### config.mk
export PLATFORM = sky130hd
export DESIGN_NAME = return_address_stack_flat
export DESIGN_NICKNAME = d
export VERILOG_FILES = /design/src/rtl/return_address_stack_pkg.sv /design/src/rtl/return_address_stack_if.sv /design/src/rtl/return_address_stack.sv /design/src/flat_wrapper.sv
export SDC_FILE = /design/constraint.sdc
export NUM_CORES = 1
export LEC_CHECK = 0
export CAP_MARGIN = 40
export CORE_ASPECT_RATIO = 1.25
export CORE_MARGIN = 4
export CORE_UTILIZATION = 30
export CTS_CLUSTER_SIZE = 20
export DETAILED_ROUTE_END_ITERATION = 10
export GPL_ROUTABILITY_DRIVEN = 0
export GPL_TIMING_DRIVEN = 0
export SLEW_MARGIN = 5
export SYNTH_ARGS = -nofsm -noshare
export SYNTH_HDL_FRONTEND = slang
export SYNTH_SLANG_ARGS = --single-unit
export TNS_END_PERCENT = 30
### constraint.sdc
create_clock -name clk -period 3.44 [get_ports clk]
set_input_delay 0.516 -clock clk [delete_from_list [all_inputs] [get_ports clk]]
set_output_delay 0.516 -clock clk [all_outputs]
set_load 0.03 [all_outputs]
### src/rtl/return_address_stack_pkg.sv
// rtl/return_address_stack_pkg.sv - shared RAS types and sizes
// RAS_TOP_RESTORE_EN adds the top-entry address to RAS_Checkpoint.
package return_address_stack_pkg;

   localparam int RAS_DEPTH    = 16;
   localparam int RAS_PTR_BITS = $clog2(RAS_DEPTH);
   localparam int RAS_CNT_BITS = $clog2(RAS_DEPTH) + 1;
   localparam int PC_WIDTH     = 32;

   typedef logic [PC_WIDTH-1:0]     PC_Path;
   typedef logic [RAS_PTR_BITS-1:0] RAS_PtrPath;
   typedef logic [RAS_CNT_BITS-1:0] RAS_CountPath;

   typedef struct packed {
      RAS_PtrPath   topPtr;
      RAS_CountPath count;
`ifdef RAS_TOP_RESTORE_EN
      PC_Path       topAddr;
`endif
   } RAS_Checkpoint;

   // Occupancy saturates at RAS_DEPTH; the oldest entry is silently lost.
   function automatic RAS_CountPath ras_count_inc(input RAS_CountPath c);
      return (c == RAS_CNT_BITS'(RAS_DEPTH)) ? c : c + 1'b1;
   endfunction

endpackage

### src/rtl/return_address_stack_if.sv
// rtl/return_address_stack_if.sv - fetch-side RAS interface
// Checkpoint layout depends on RAS_TOP_RESTORE_EN.
interface return_address_stack_if;
   import return_address_stack_pkg::*;

   logic          stall;
   logic          push;
   PC_Path        pushAddr;
   logic          pop;
   PC_Path        topAddr;
   logic          topValid;
   RAS_Checkpoint ckptOut;
   logic          recover;
   RAS_Checkpoint recoverCkpt;

   modport master (
      output stall, push, pushAddr, pop, recover, recoverCkpt,
      input  topAddr, topValid, ckptOut
   );

   modport slave (
      input  stall, push, pushAddr, pop, recover, recoverCkpt,
      output topAddr, topValid, ckptOut
   );

endinterface

### src/rtl/return_address_stack.sv
// rtl/return_address_stack.sv - circular return-address stack with checkpoint repair
// RAS_TOP_RESTORE_EN: recovery also rewrites the checkpointed top entry.
module return_address_stack
   import return_address_stack_pkg::*;
(
   input logic                   clk,
   input logic                   rst,
   return_address_stack_if.slave ras
);

   PC_Path        stack [RAS_DEPTH];
   RAS_PtrPath    top_ptr;
   RAS_CountPath  count;
   RAS_Checkpoint ckpt;

   logic       wr_en;
   RAS_PtrPath wr_idx;
   PC_Path     wr_data;

   // One write port: recovery restore, or a push / push+pop replace.
   always_comb begin
      wr_en   = 1'b0;
      wr_idx  = top_ptr;
      wr_data = ras.pushAddr;
      if (ras.recover) begin
`ifdef RAS_TOP_RESTORE_EN
         wr_en   = 1'b1;
         wr_idx  = ras.recoverCkpt.topPtr;
         wr_data = ras.recoverCkpt.topAddr;
`endif
      end else if (!ras.stall && ras.push) begin
         wr_en  = 1'b1;
         wr_idx = ras.pop ? top_ptr : top_ptr + 1'b1;
      end
   end

   always_ff @(posedge clk or negedge rst) begin
      if (!rst) begin
         top_ptr <= RAS_PtrPath'(RAS_DEPTH - 1);
         count   <= '0;
         for (int i = 0; i < RAS_DEPTH; i++) begin
            stack[i] <= '0;
         end
      end else begin
         if (wr_en) begin
            stack[wr_idx] <= wr_data;
         end
         if (ras.recover) begin
            top_ptr <= ras.recoverCkpt.topPtr;
            count   <= ras.recoverCkpt.count;
         end else if (!ras.stall) begin
            if (ras.push && !ras.pop) begin
               top_ptr <= top_ptr + 1'b1;
               count   <= ras_count_inc(count);
            end else if (ras.pop && !ras.push && count != '0) begin
               top_ptr <= top_ptr - 1'b1;
               count   <= count - 1'b1;
            end
         end
      end
   end

   always_comb begin
      ckpt        = '0;
      ckpt.topPtr = top_ptr;
      ckpt.count  = count;
`ifdef RAS_TOP_RESTORE_EN
      ckpt.topAddr = stack[top_ptr];
`endif
   end

   assign ras.topAddr  = stack[top_ptr];
   assign ras.topValid = (count != '0);
   assign ras.ckptOut  = ckpt;

endmodule

### src/flat_wrapper.sv
// flat-port wrapper written by rule: the top's interface ports become plain ports
module return_address_stack_flat import return_address_stack_pkg::*;
  (clk, rst, ras_stall, ras_push, ras_pushAddr, ras_pop, ras_recover, ras_recoverCkpt, ras_topAddr, ras_topValid, ras_ckptOut);
  return_address_stack_if ras_i ();
  input logic clk;
  input logic rst;
  input wire logic [$bits(ras_i.stall)-1:0] ras_stall;
  input wire logic [$bits(ras_i.push)-1:0] ras_push;
  input wire logic [$bits(ras_i.pushAddr)-1:0] ras_pushAddr;
  input wire logic [$bits(ras_i.pop)-1:0] ras_pop;
  input wire logic [$bits(ras_i.recover)-1:0] ras_recover;
  input wire logic [$bits(ras_i.recoverCkpt)-1:0] ras_recoverCkpt;
  output wire logic [$bits(ras_i.topAddr)-1:0] ras_topAddr;
  output wire logic [$bits(ras_i.topValid)-1:0] ras_topValid;
  output wire logic [$bits(ras_i.ckptOut)-1:0] ras_ckptOut;
  assign ras_i.stall = ras_stall;
  assign ras_i.push = ras_push;
  assign ras_i.pushAddr = ras_pushAddr;
  assign ras_i.pop = ras_pop;
  assign ras_i.recover = ras_recover;
  assign ras_i.recoverCkpt = ras_recoverCkpt;
  assign ras_topAddr = ras_i.topAddr;
  assign ras_topValid = ras_i.topValid;
  assign ras_ckptOut = ras_i.ckptOut;
  return_address_stack u_core (.clk(clk), .rst(rst), .ras(ras_i));
endmodule
Word-level counts from Yosys, hierarchy flattened --
Index checks and enable logic that the tools add are counted.
Cells by class: $add $sub $neg 4, magnitude comparators 3, eq/ne operators 3, mux-type cells 20, bitwise gates (word level) 2, reductions and logical operators 12
Operators with widths (count):
- $bwmux W512 | 1
- $bmux W32 S4 | 1
- $demux W32 S4 | 1
- $mux W32 | 3
- $mux W4 | 7
- $mux W5 | 5
- $ge A5 B5 Y1 const B | 2
- $not A4 Y5 | 2
- $add A5 B1 Y5 const B | 1
- $eq A5 B5 Y1 const B | 1
- $logic_and A1 B1 Y1 | 5
- $lt A5 B1 Y1 const B | 1
- $reduce_bool A5 Y1 | 1
- $sub A5 B1 Y5 const B | 1
- $add A4 B1 Y4 const B | 1
- $sub A4 B1 Y4 const B | 1
- $logic_not A1 Y1 | 3
- $ne A3 B3 Y1 const B | 1
- $reduce_and A3 Y1 | 1
- $reduce_bool A3 Y1 | 1
- $mux W1 | 2
- $ne A2 B1 Y1 const B | 1
- $reduce_and A2 Y1 | 1
Storage, ports and cells: register bits 521, bits of input ports 47, output and inout port bits 42

Longest topological paths before layout --
Gate-level depths: netlist (run 1).
depth after elaboration 10, gate-level depth with buffers 11, mapped depth without buffers 8

Worst setup path before layout (run 1) --
OpenSTA, ideal clock, no wires.
kind flip-flop to flip-flop, start point register u_core.top_ptr[0], end point register u_core.stack[427] in the netlist's numbering, data arrival time 2.970 ns, data required time 3.312 ns, setup slack 0.343 ns, cell stages (with the launch flop) 12, path buffers 5, clock period less this slack 3.097 ns, cell sequence dfstp_2 > clkbuf_1 > buf_2 > buf_2 > inv_1 > ha_1 > nor2b_1 > a22oi_1 > or3_1 > clkbuf_1 > buf_2 > mux2_1
On the way: word-level cells in the longest chain between the ends 10, elaborated cells on any way between the ends 11, those cells by class add/sub: 1; order compare: 2; mux: 6; bitwise: 1; reduce/logical: 1
Ends and longest elaborated chain:
- start, declared | line return_address_stack.sv:12 | RAS_PtrPath top_ptr;
- start signal, assigned | line return_address_stack.sv:39 | top_ptr <= RAS_PtrPath'(RAS_DEPTH - 1);
- start signal, assigned | line return_address_stack.sv:49 | top_ptr <= ras.recoverCkpt.topPtr;
- start signal, assigned | line return_address_stack.sv:53 | top_ptr <= top_ptr + 1'b1;
- $add A4 B1 Y4 | line return_address_stack.sv:33 | wr_idx = ras.pop ? top_ptr : top_ptr + 1'b1;
- $mux W4 | line return_address_stack.sv:33
- $mux W4 | line return_address_stack.sv:31 | end else if (!ras.stall && ras.push) begin
- $mux W4 * | line return_address_stack.sv:25 | if (ras.recover) begin
- $not A4 Y5 (not written as such) * | line return_address_stack.sv:46 | stack[wr_idx] <= wr_data;
- $ge A5 B5 Y1 (not written as such) or $lt A5 B1 Y1 (tied branches) | line return_address_stack.sv:46
- $logic_and A1 B1 Y1 (not written as such) | line return_address_stack.sv:46
- $mux W32 (not written as such) | line return_address_stack.sv:46
- $demux W32 S4 * | line return_address_stack.sv:46
- $bwmux W512 * | line return_address_stack.sv:46
- end signal, assigned by index | line return_address_stack.sv:46
- end, declared | line return_address_stack.sv:11 | PC_Path stack [RAS_DEPTH];
Mark *: on every way between the ends. The rest lies on a longest branch, timed or not. A chain may end at the register's enable or synchronous reset.

Final worst setup path (run 1) --
start point register u_core.top_ptr[0], end point output port ras_topAddr[27]
On the way: word-level cells in the longest chain between the ends 4
Ends and longest elaborated chain:
- $not A4 Y5 (not written as such) | line return_address_stack.sv:72 | assign ras.topAddr = stack[top_ptr];
- $bmux W32 S4 | line return_address_stack.sv:72
- $mux W32 (not written as such) (2 in series) | line return_address_stack.sv:72
- end, declared | line flat_wrapper.sv:13 | output wire logic [$bits(ras_i.topAddr)-1:0] ras_topAddr;
Every way passes these cells. The select of a mux whose other input is x is not followed.

==> results of run 1 <==
==> final cells by class <==
cell class,count,area [µm²],area share
Sequential cell,521,13040,0.4505
Multi-Input combinational cell,785,10410,0.3595
Clock buffer,85,1618,0.05588
Timing Repair Buffer,121,1393,0.04810
Tap cell,1062,1329,0.04590
Buffer,120,984.7,0.03401
Clock inverter,13,143.9,0.004970
Inverter,8,30.03,0.001037
Antenna cell,1,2.502,0.00008644
==> cells in the mapped netlist, drive strengths merged, types with 2 or more instances <==
cell type | count | area, µm²
mux2i | 2 | 20.02
nor3 | 4 | 20.02
ha | 5 | 62.56
a21oi | 9 | 82.57
dfrtp | 517 | 12940
nand2b | 3 | 18.77
o21ai | 8 | 40.04
nor4 | 3 | 18.77
a22o | 2 | 17.52
inv | 8 | 30.03
a22oi | 2 | 15.01
or3 | 2 | 12.51
nor2b | 3 | 18.77
xnor2 | 10 | 87.58
buf | 75 | 479.2
nand3 | 3 | 15.01
mux4 | 159 | 3581
a21o | 3 | 37.54
nand2 | 19 | 71.32
mux2 | 516 | 6036
dfstp | 4 | 105.1
nor2 | 13 | 48.80
nor3b | 2 | 15.01
clkbuf | 50 | 187.7
==> routing by layer <==
metal,GRT usage,wire length (µm)
met4,0.05132,2109
met2,0.2778,35100
met5,0,13
met3,0.02749,2989
met1,0.2072,28560
==> worst register-to-register path: stages, from the launching register on <==
cell and delay (ns):
dfstp_2 0.61, buf_4 0.15, buf_12 0.13, buf_12 0.16, inv_1 0.09, ha_2 0.36
nor2_1 0.19, a22o_1 0.16, nand2_1 0.08, nor2_1 0.42, buf_2 0.46, mux2_2 0.39
==> placed cells by master, fill, tap and decap left out, types with 7 or more instances in the layout <==
cell	n
clkbuf_16	56
buf_4	27
xnor2_1	10
clkbuf_4	7
buf_12	10
buf_2	28
mux4_2	159
mux2_1	24
mux2_2	432
clkbuf_8	16
buf_6	35
buf_16	10
clkbuf_1	54
buf_8	21
clkdlybuf4s50_1	55
inv_1	8
o21ai_0	8
mux2_4	60
clkinv_2	9
nor2_1	10
dfrtp_1	517
nand2_1	19
==> state kept, by name (all words and copies together), names as in the netlist <==
| name | count |
|---|---|
| u_core.stack | 512 |
| u_core.count | 5 |
| u_core.top_ptr | 4 |
==> final timing paths <==
kind                            depth (start not counted)                       endpoint                     startpoint
max in group asynchronous                               5  u_core.stack[207]$_DFFE_PN0P_                            rst
worst min-delay path                                    3    u_core.count[2]$_DFFE_PN0P_             ras_recoverCkpt[2]
worst max register to register                         11  u_core.stack[253]$_DFFE_PN0P_  u_core.top_ptr[0]$_DFFE_PN1P_
min in group asynchronous                               2  u_core.stack[164]$_DFFE_PN0P_                            rst
worst max-delay path                                    6                ras_topAddr[27]  u_core.top_ptr[0]$_DFFE_PN1P_
worst min register to register                          1  u_core.stack[261]$_DFFE_PN0P_  u_core.stack[261]$_DFFE_PN0P_
==> timing repair <==
action                                  4_1_cts  5_1_grt
hold buffers                                  1        0
cloned                                        2        1
endpoints found under the setup margin      474      252
pin swaps                                     0        0
endpoints found under the hold margin        72        0
buffers inserted                              8        0
resized for setup                           311       15
==> metrics by stage <==
| stage | worst slack [ns] | cell area [µm²] | std cells | TNS, ns |
|---|---|---|---|---|
| 6_report | -0.06934 | 28950 | 2716 | -0.6150 |
| 5_1_grt | -0.1294 | 28950 | 2715 | -2.469 |
| 2_1_floorplan | 0.3426 | 24120 | 1439 | 0 |
| 3_5_place_dp | -0.8072 | 26680 | 2610 | -213.73 |
| 3_3_place_gp | -20.33 | 26330 | 2589 | - |
| 4_1_cts | -0.09891 | 28890 | 2716 | -1.701 |
==> kinds of logic after synthesis <==
family / after synthesis / synth area share
AO/OA/AOI/OAI: 32 / 0.01079
XOR/XNOR: 11 / 0.003994
adder cells (fa/ha/maj): 6 / 0.003424
buffers and inverters: 133 / 0.02889
flip-flops: 521 / 0.5407
multiplexers: 677 / 0.3995
AND/OR/NAND/NOR: 59 / 0.01261
==> where the power goes <==
group          switching (µW)  internal [µW]  leakage [µW]
clock network            2490           3370      0.000872
logic                    2180           3170       0.00537
registers                 897           7850       0.00690
total                    5560          14400        0.0131
==> impl_metrics.toml, run 1 <==
[power_and_ir_drop]
vdd_drop_max_mv = 0.3277
power_leakage_uw = 0.01314
fin_total_pwr_uw = 19950
power.density_nw_per_um2 = 689.3

[timing]
hold-worst-slack_ns = 0.4612
setup_slack_ns = -0.06934
slew-limit-headroom = 0.4028
finalHoldViolCount = 0
clock_skew_ns = 0.03111
fin_crit_sh = 1.020
rsz0062_at_grt = "true"
fmax_mhz = 285.0
worst_pin_slew_ns = 0.8897
finalCriticalPeriod_ns = 3.509
setup_viol = 18
drv_slew = 0

[global_route]
grt_pass1_vias = 15270
overflow = 0
grt_util_all_layers = 0.1614
grt_pass1_wl_um = 102200
grt_antenna_before_repair = 2
grt_max_degree = 122

[floorplan]
start_util = 0.3016
die_w_um = 261.6
num_io_pins = 89
rows = 116
coreArea_um2 = 79970
die-area_um2 = 85030
dieHeight_um = 325.0

[hold_path]
min-delay-path-class = "in2reg"

[setup_path]
crit_chain = "buf_6 -> buf_16 -> buf_16 -> mux4_2 -> mux4_2 -> buf_6"
startpoint_type = "flop"
worst-endpoint-required_ns = 2.92
critPathBufInv = 4
cp_slowest_cell = "dfstp_2"
rrSetupSlack_ns = 0.10
crit_path_max_fanout = 10
critical-path-top-delay-family = "multiplexers"
arrival_ns = 2.99
slowest_delay_ns = 0.61
critPathKind = "reg2out"
crit_path_end_kind = "output pin"

[cts]
cts_root_buffer = "clkbuf_16"
cts_tree = "yes"
insertion_delay_ns = 0.62
cts.clk_slew.worst_paths_ns = 0.06
htreeDepth = 2
clock-sinks = 521
cts_buffer_depth = 3
numCtsBuffers = 53

[routing]
wire_per_inst_um = 25.32
drt_iter0_drc = 975
detail-route-antenna-nets = 0
firstDrtPassIters = 5
drc = 0
vias_per_cell = 5.060
drt_wl_total_um = 68770
num_vias = 13740

[synth]
synth_edf_count = 0
yosys_warnings = 0
ys_ff_latch = 521
synth_area_um2 = 24120
yosysUniqueCellTypes = 50
ys.flop_type = "dfrtp_1"
syn_nets = 1492
synth_area_per_cell_um2 = 16.76
seq_area_frac_synth = 0.5407
synthArstFlopShare = 1.000
synthCells = 1439

[status]
violations = "setup timing"
status = "finished, violations left"

[finish]
final_util = 0.3620
final_layout_size_suffix_gt1_frac = 0.5451
area_growth_pct = 20.02
nets = 1663
fillers = 7396

[placement]
hpwlAfterDp_um = 44800
portBuffers = 88

[run]
max_cap_viol_count = 0
No activity file was read; power rests on OpenSTA's default activity.
==> inputs of run 2 (changes only) <==
- ABC_AREA: unset -> 1
==> impl_metrics.toml, run 2 <==
[power_and_ir_drop]
power.switching_uw = 8441
p_sw_frac = 0.3838
power_frac_clock = 0.287
power.density_nw_per_um2 = 709.7
power_leakage_uw = 0.01559
seqPwrFrac = 0.409
combPwrFrac = 0.304
fin_total_pwr_uw = 21990
intPower_uw = 13550
vdd_drop_max_mv = 0.4738

[cts]
cts_buffer_depth = 3
cts_tree = "yes"
clock-sinks = 521
htreeDepth = 2
cts_root_buffer = "clkbuf_16"
cts.clk_slew.worst_paths_ns = 0.07
numCtsBuffers = 56
insertion_delay_ns = 0.63

[global_route]
overflow = 0
grt_antenna_before_repair = 6
grt_pass1_vias = 25170
grt_pass1_wl_um = 169500
grt_max_degree = 107
grt_util_all_layers = 0.2445

[synth]
synthCells = 3510
ys_ff_latch = 521
synth.most_common_cell = "nand2_1"
synth_area_leaders = "dfrtp_1, nand2_1, nand3_1"
synthTopCellsByCount = "nand2_1, dfrtp_1, nand3_1"
yosysUniqueCellTypes = 32
seq_area_frac_synth = 0.4970
synthArstFlopShare = 1.000
ys.flop_type = "dfrtp_1"
synth_area_um2 = 26240
syn_nets = 3563
synth_edf_count = 0
synth.top_cell.area_share = 0.4930
yosysTopAreaCell = "dfrtp_1"
yosys_warnings = 0
synth_area_per_cell_um2 = 7.476

[setup_path]
worst-r2r-cell-count = 12
arrival_ns = 4.04
startpoint_type = "flop"
crit_path_end_kind = "flop"
crit_path_max_fanout = 10
worst-endpoint-required_ns = 4.01
critPathBufInv = 6
cp_slowest_cell = "dfstp_2"
r2r_end = "u_core.stack[135]$_DFFE_PN0P_"
critPathKind = "reg2reg"
crit_chain = "inv_2 -> clkbuf_4 -> clkbuf_4 -> ha_1 -> inv_1 -> nand3_1 -> nand2_1 -> nor2_2 -> buf_4 -> buf_2 -> nand3_1 -> nand2_1"
path_depth = 12
rrSetupSlack_ns = -0.03
slowest_delay_ns = 0.67
critical-path-top-delay-family = "buffers and inverters"
worstReg2RegStart = "u_core.top_ptr[0]$_DFFE_PN1P_"

[placement]
hpwlAfterDp_um = 86050
numPlacedInstances = 4756
portBuffers = 54

[routing]
drt_iter0_drc = 3536
firstDrtPassIters = 7
wire_per_inst_um = 23.78
drt_wl_total_um = 115600
vias_per_cell = 5.413
num_vias = 26310
detail-route-antenna-nets = 0
drc = 0

[timing]
slew-limit-headroom = 0.4208
setup_slack_ns = -0.03446
setup_viol = 15
finalHoldViolCount = 0
clock_skew_ns = 0.02108
finalCriticalPeriod_ns = 3.474
rsz0062_at_grt = "true"
worst_pin_slew_ns = 0.8688
fin_crit_sh = 1.010
fin_tns_setup_ns = -0.1758
drv_slew = 0
fmax_mhz = 287.8

[finish]
nets = 3700
final_layout_size_suffix_gt1_frac = 0.1231
area_growth_pct = 18.10
regMostFlops = "u_core.stack"
final_cell_mix = "nand2_1, dfrtp_1, nand3_1, nand4_1, buf_2"
largest_register_ffs = 512
instances_no_fill = 4861
top_regs = "u_core.stack: 512 flops, u_core.count: 5 flops, u_core.top_ptr: 4 flops"
final_common_cell = "nand2_1"
final_util = 0.3566

[floorplan]
start_util = 0.3020
dieHeight_um = 338.7
coreArea_um2 = 86900
die-area_um2 = 92300
num_io_pins = 89
rows = 121
die_w_um = 272.5

[run]
max_cap_viol_count = 0

[hold_path]
whs_endpoint = "u_core.stack[415]$_DFFE_PN0P_"
min-delay-start = "ras_pushAddr[31]"
whs_path_depth = 3
min-delay-path-class = "in2reg"

[status]
status = "finished, violations left"
violations = "setup timing"
-- run 2: power by group through the flow --
stage	Clock, µW	Sequential (µW)	Combinational [µW]
after floorplan	0	8770	3830
after global placement	0	9020	6210
after detailed placement	0	9010	6390
after CTS	6330	8940	6570
after global routing	6580	9160	7290
final	6310	8990	6700
-- run 2: how the worst max path moves through the flow --
stage | start | to | slack [ns]
6_report | u_core.top_ptr[0]$_DFFE_PN1P_ | u_core.stack[135]$_DFFE_PN0P_ | -0.03
5_1_grt | u_core.top_ptr[2]$_DFFE_PN1P_ | ras_topAddr[31] | -0.04
4_1_cts | u_core.top_ptr[2]$_DFFE_PN1P_ | ras_topAddr[12] | -0.06
3_5_place_dp | u_core.top_ptr[0]$_DFFE_PN1P_ | ras_topAddr[11] | -0.94
3_3_place_gp | rst | u_core.stack[359]$_DFFE_PN0P_ | -22.85
2_1_floorplan | u_core.top_ptr[0]$_DFFE_PN1P_ | ras_topAddr[26] | 0.62
-- run 2: layout make-up --
cell class / count / area [µm²]
fill: 9305 / 55910
sequential: 521 / 13040
multi-input combinational: 2556 / 11650
buffer: 346 / 1788
clock buffer: 78 / 1605
tap: 1168 / 1461
timing repair buffer: 82 / 860.8
inverter: 84 / 316.6
clock inverter: 22 / 251.5
antenna: 4 / 10.01
-- run 2: worst reg2reg max path: stages, from the launching register on --
cell and delay (ns):
dfstp_2 0.67, inv_2 0.16, clkbuf_4 0.26, clkbuf_4 0.28
ha_1 0.37, inv_1 0.06, nand3_1 0.08, nand2_1 0.13
nor2_2 0.42, buf_4 0.37, buf_2 0.36, nand3_1 0.14
nand2_1 0.12
-- run 2: what timing repair did --
item / CTS / global route
hold buffers: 1 / 0
pin swaps: 6 / 7
setup endpoints to repair: 544 / 124
buffers inserted: 2 / 1
resized for setup: 321 / 53
hold endpoints to repair: 66 / 0
-- run 2: metrics by stage --
| step | instance area, µm² | worst slack, ns | hold WS (ns) |
|---|---|---|---|
| finish | 30990 | -0.03446 | 0.3013 |
| CTS | 30960 | -0.05775 | 0.2713 |
| detailed placement | 28620 | -0.9417 | 0.4579 |
| floorplan | 26240 | 0.6219 | 0.2204 |
| global placement | 28240 | -22.85 | 0.4532 |
| global route | 30990 | -0.04404 | 0.3061 |
-- run 2: kinds of logic after synthesis --
kind of cell               after synthesis  synth area share
xor gates and xnor gates                 2         0.0006676
DFF                                    521            0.4970
adders and majority gates                6          0.003147
AOI/OAI and AO/OA                      217           0.04267
and+or+nand+nor                       2331            0.3866
buffers and inverters                  433           0.06985
-- run 2: metal layers --
layer	vias to the layer above	track usage	wire length [µm]
li1	11810	-	-
met1	12650	0.2982	43030
met2	1423	0.3868	52380
met3	431	0.05118	10640
met4	2	0.1687	9511
met5	-	0	14
==> inputs of run 3 (changes only) <==
- clock period: 3.44 -> 3.33 ns (I/O delays scaled with it)
==> impl_metrics.toml, run 3 (synthesis gave the netlist of run 2 again) <==
[status]
status = "finished, violations left"
violations = "setup timing"

[routing]
wire_per_inst_um = 23.88
vias_per_cell = 5.438
drt_wl_total_um = 116100
firstDrtPassIters = 6
drt_iter0_drc = 3386
drc = 0
detail-route-antenna-nets = 0
num_vias = 26450

[placement]
numPlacedInstances = 4756
portBuffers = 54
hpwlAfterDp_um = 86050
pre_cts_ws_ns = -1.035

[finish]
regMostFlops = "u_core.stack"
final_cell_mix = "nand2_1, dfrtp_1, nand3_1, nand4_1, buf_2"
top_regs = "u_core.stack: 512 flops, u_core.count: 5 flops, u_core.top_ptr: 4 flops"
nets = 3701
final_layout_size_suffix_gt1_frac = 0.1306
fillers = 9301
largest_register_ffs = 512
final_util = 0.3584
instances_no_fill = 4864
area_growth_pct = 18.68
final_common_cell = "nand2_1"

[cts]
numCtsBuffers = 56
cts_root_buffer = "clkbuf_16"
cts_tree = "yes"
cts_buffer_depth = 3
cts.clk_slew.worst_paths_ns = 0.06
clock-sinks = 521
htreeDepth = 2
insertion_delay_ns = 0.63

[global_route]
overflow = 0
grt_pass1_vias = 25210
gr-max-usage-layer = "met2"
grt_max_degree = 107
met2_usage = 0.3909
grt_pass1_wl_um = 169800
grt_use_met1 = 0.2981
grt_antenna_before_repair = 5
grt_use_met3 = 0.05083
grt_util_all_layers = 0.2447

[setup_path]
crit_path_end_kind = "output pin"
slowest_delay_ns = 0.68
critical-path-top-delay-family = "buffers and inverters"
critPathKind = "reg2out"
crit_chain = "clkbuf_1 -> o21ai_0 -> nand3_1 -> nand3b_1 -> nand2_2 -> buf_4"
cp_slowest_cell = "dfstp_2"
critPathBufInv = 2
crit_path_max_fanout = 10
worst-endpoint-required_ns = 2.83
arrival_ns = 2.90
startpoint_type = "flop"

[run]
max_cap_viol_count = 0

[timing]
slew-limit-headroom = 0.4257
setup_slack_ns = -0.06786
finalHoldViolCount = 0
finalCriticalPeriod_ns = 3.398
fin_crit_sh = 1.020
worst_pin_slew_ns = 0.8615
fmax_mhz = 294.3
drv_slew = 0
hold-worst-slack_ns = 0.2785
clock_skew_ns = 0.02137
setup_viol = 19
rsz0062_at_grt = "true"

[power_and_ir_drop]
vdd_drop_max_mv = 0.4854
power_leakage_uw = 0.01565
power.density_nw_per_um2 = 733.0

[floorplan]
num_io_pins = 89
dieHeight_um = 338.7
rows = 121
die_w_um = 272.5
die-area_um2 = 92300
coreArea_um2 = 86900
start_util = 0.3020

[hold_path]
min-delay-path-class = "in2reg"
run 3: where the power goes:
group          leakage [µW]  internal [µW]  switching [µW]  total [µW]
sequential          0.00692           8190            1100        9290
clock              0.000906           3730            2800        6530
combinational       0.00783           2120            4890        7010
total                0.0157          14000            8790       22800
run 3: routing by layer:
layer / wire length, µm / part of all wire
met2: 53190 / 0.46
met4: 9256 / 0.080
met3: 10730 / 0.092
met5: 0 / 0
met1: 42960 / 0.37
run 3: path summary, 6_finish.rpt:
check                                                    from                             to  slack [ns]  depth (start not counted)
max in group asynchronous                                 rst  u_core.stack[329]$_DFFE_PN0P_        0.66                          6
min in group asynchronous                                 rst   u_core.stack[18]$_DFFE_PN0P_        0.44                          2
worst max register to register  u_core.top_ptr[0]$_DFFE_PN1P_  u_core.stack[130]$_DFFE_PN0P_       -0.03                         12
worst min register to register  u_core.stack[499]$_DFFE_PN0P_  u_core.stack[499]$_DFFE_PN0P_        0.47                          2
worst max-delay path            u_core.top_ptr[0]$_DFFE_PN1P_                ras_topAddr[19]       -0.07                          6
worst min-delay path                         ras_pushAddr[31]  u_core.stack[415]$_DFFE_PN0P_        0.28                          3
run 3: layout make-up:
cell class	count	area, µm²	share of cell area
repair buffers	83	838.3	0.02692
clock buffers	78	1605	0.05154
diodes	6	15.01	0.0004821
inverters	84	316.6	0.01016
multi-input cells	2556	11740	0.3770
flip-flops and latches	521	13040	0.4188
plain buffers	346	1873	0.06014
clock inverters	22	251.5	0.008075
well taps	1168	1461	0.04692
run 3: worst register-to-register path, delay by kind of cell (launching register included):
kind | cells | cell delay (ns)
adders and majority gates | 1 | 0.37
and+or+nand+nor | 5 | 0.78
buffers and inverters | 6 | 1.46
DFF | 1 | 0.68
run 3: timing repair:
item,CTS,global route
pin swaps,11,8
hold buffers,1,0
endpoints found under the hold margin,66,0
gates resized for setup,385,79
gates cloned,0,1
endpoints found under the setup margin,544,307
buffers inserted,2,1
run 3: per-stage QoR:
stage / TNS, ns / power [µW] / cell area, µm²
finish: -0.5281 / 22830 / 31140
detailed placement: -368.12 / 15910 / 28620
global placement: - / 15730 / 28240
CTS: -0.05770 / 22560 / 30960
floorplan: 0 / 13010 / 26240
global route: -0.4592 / 23880 / 31140
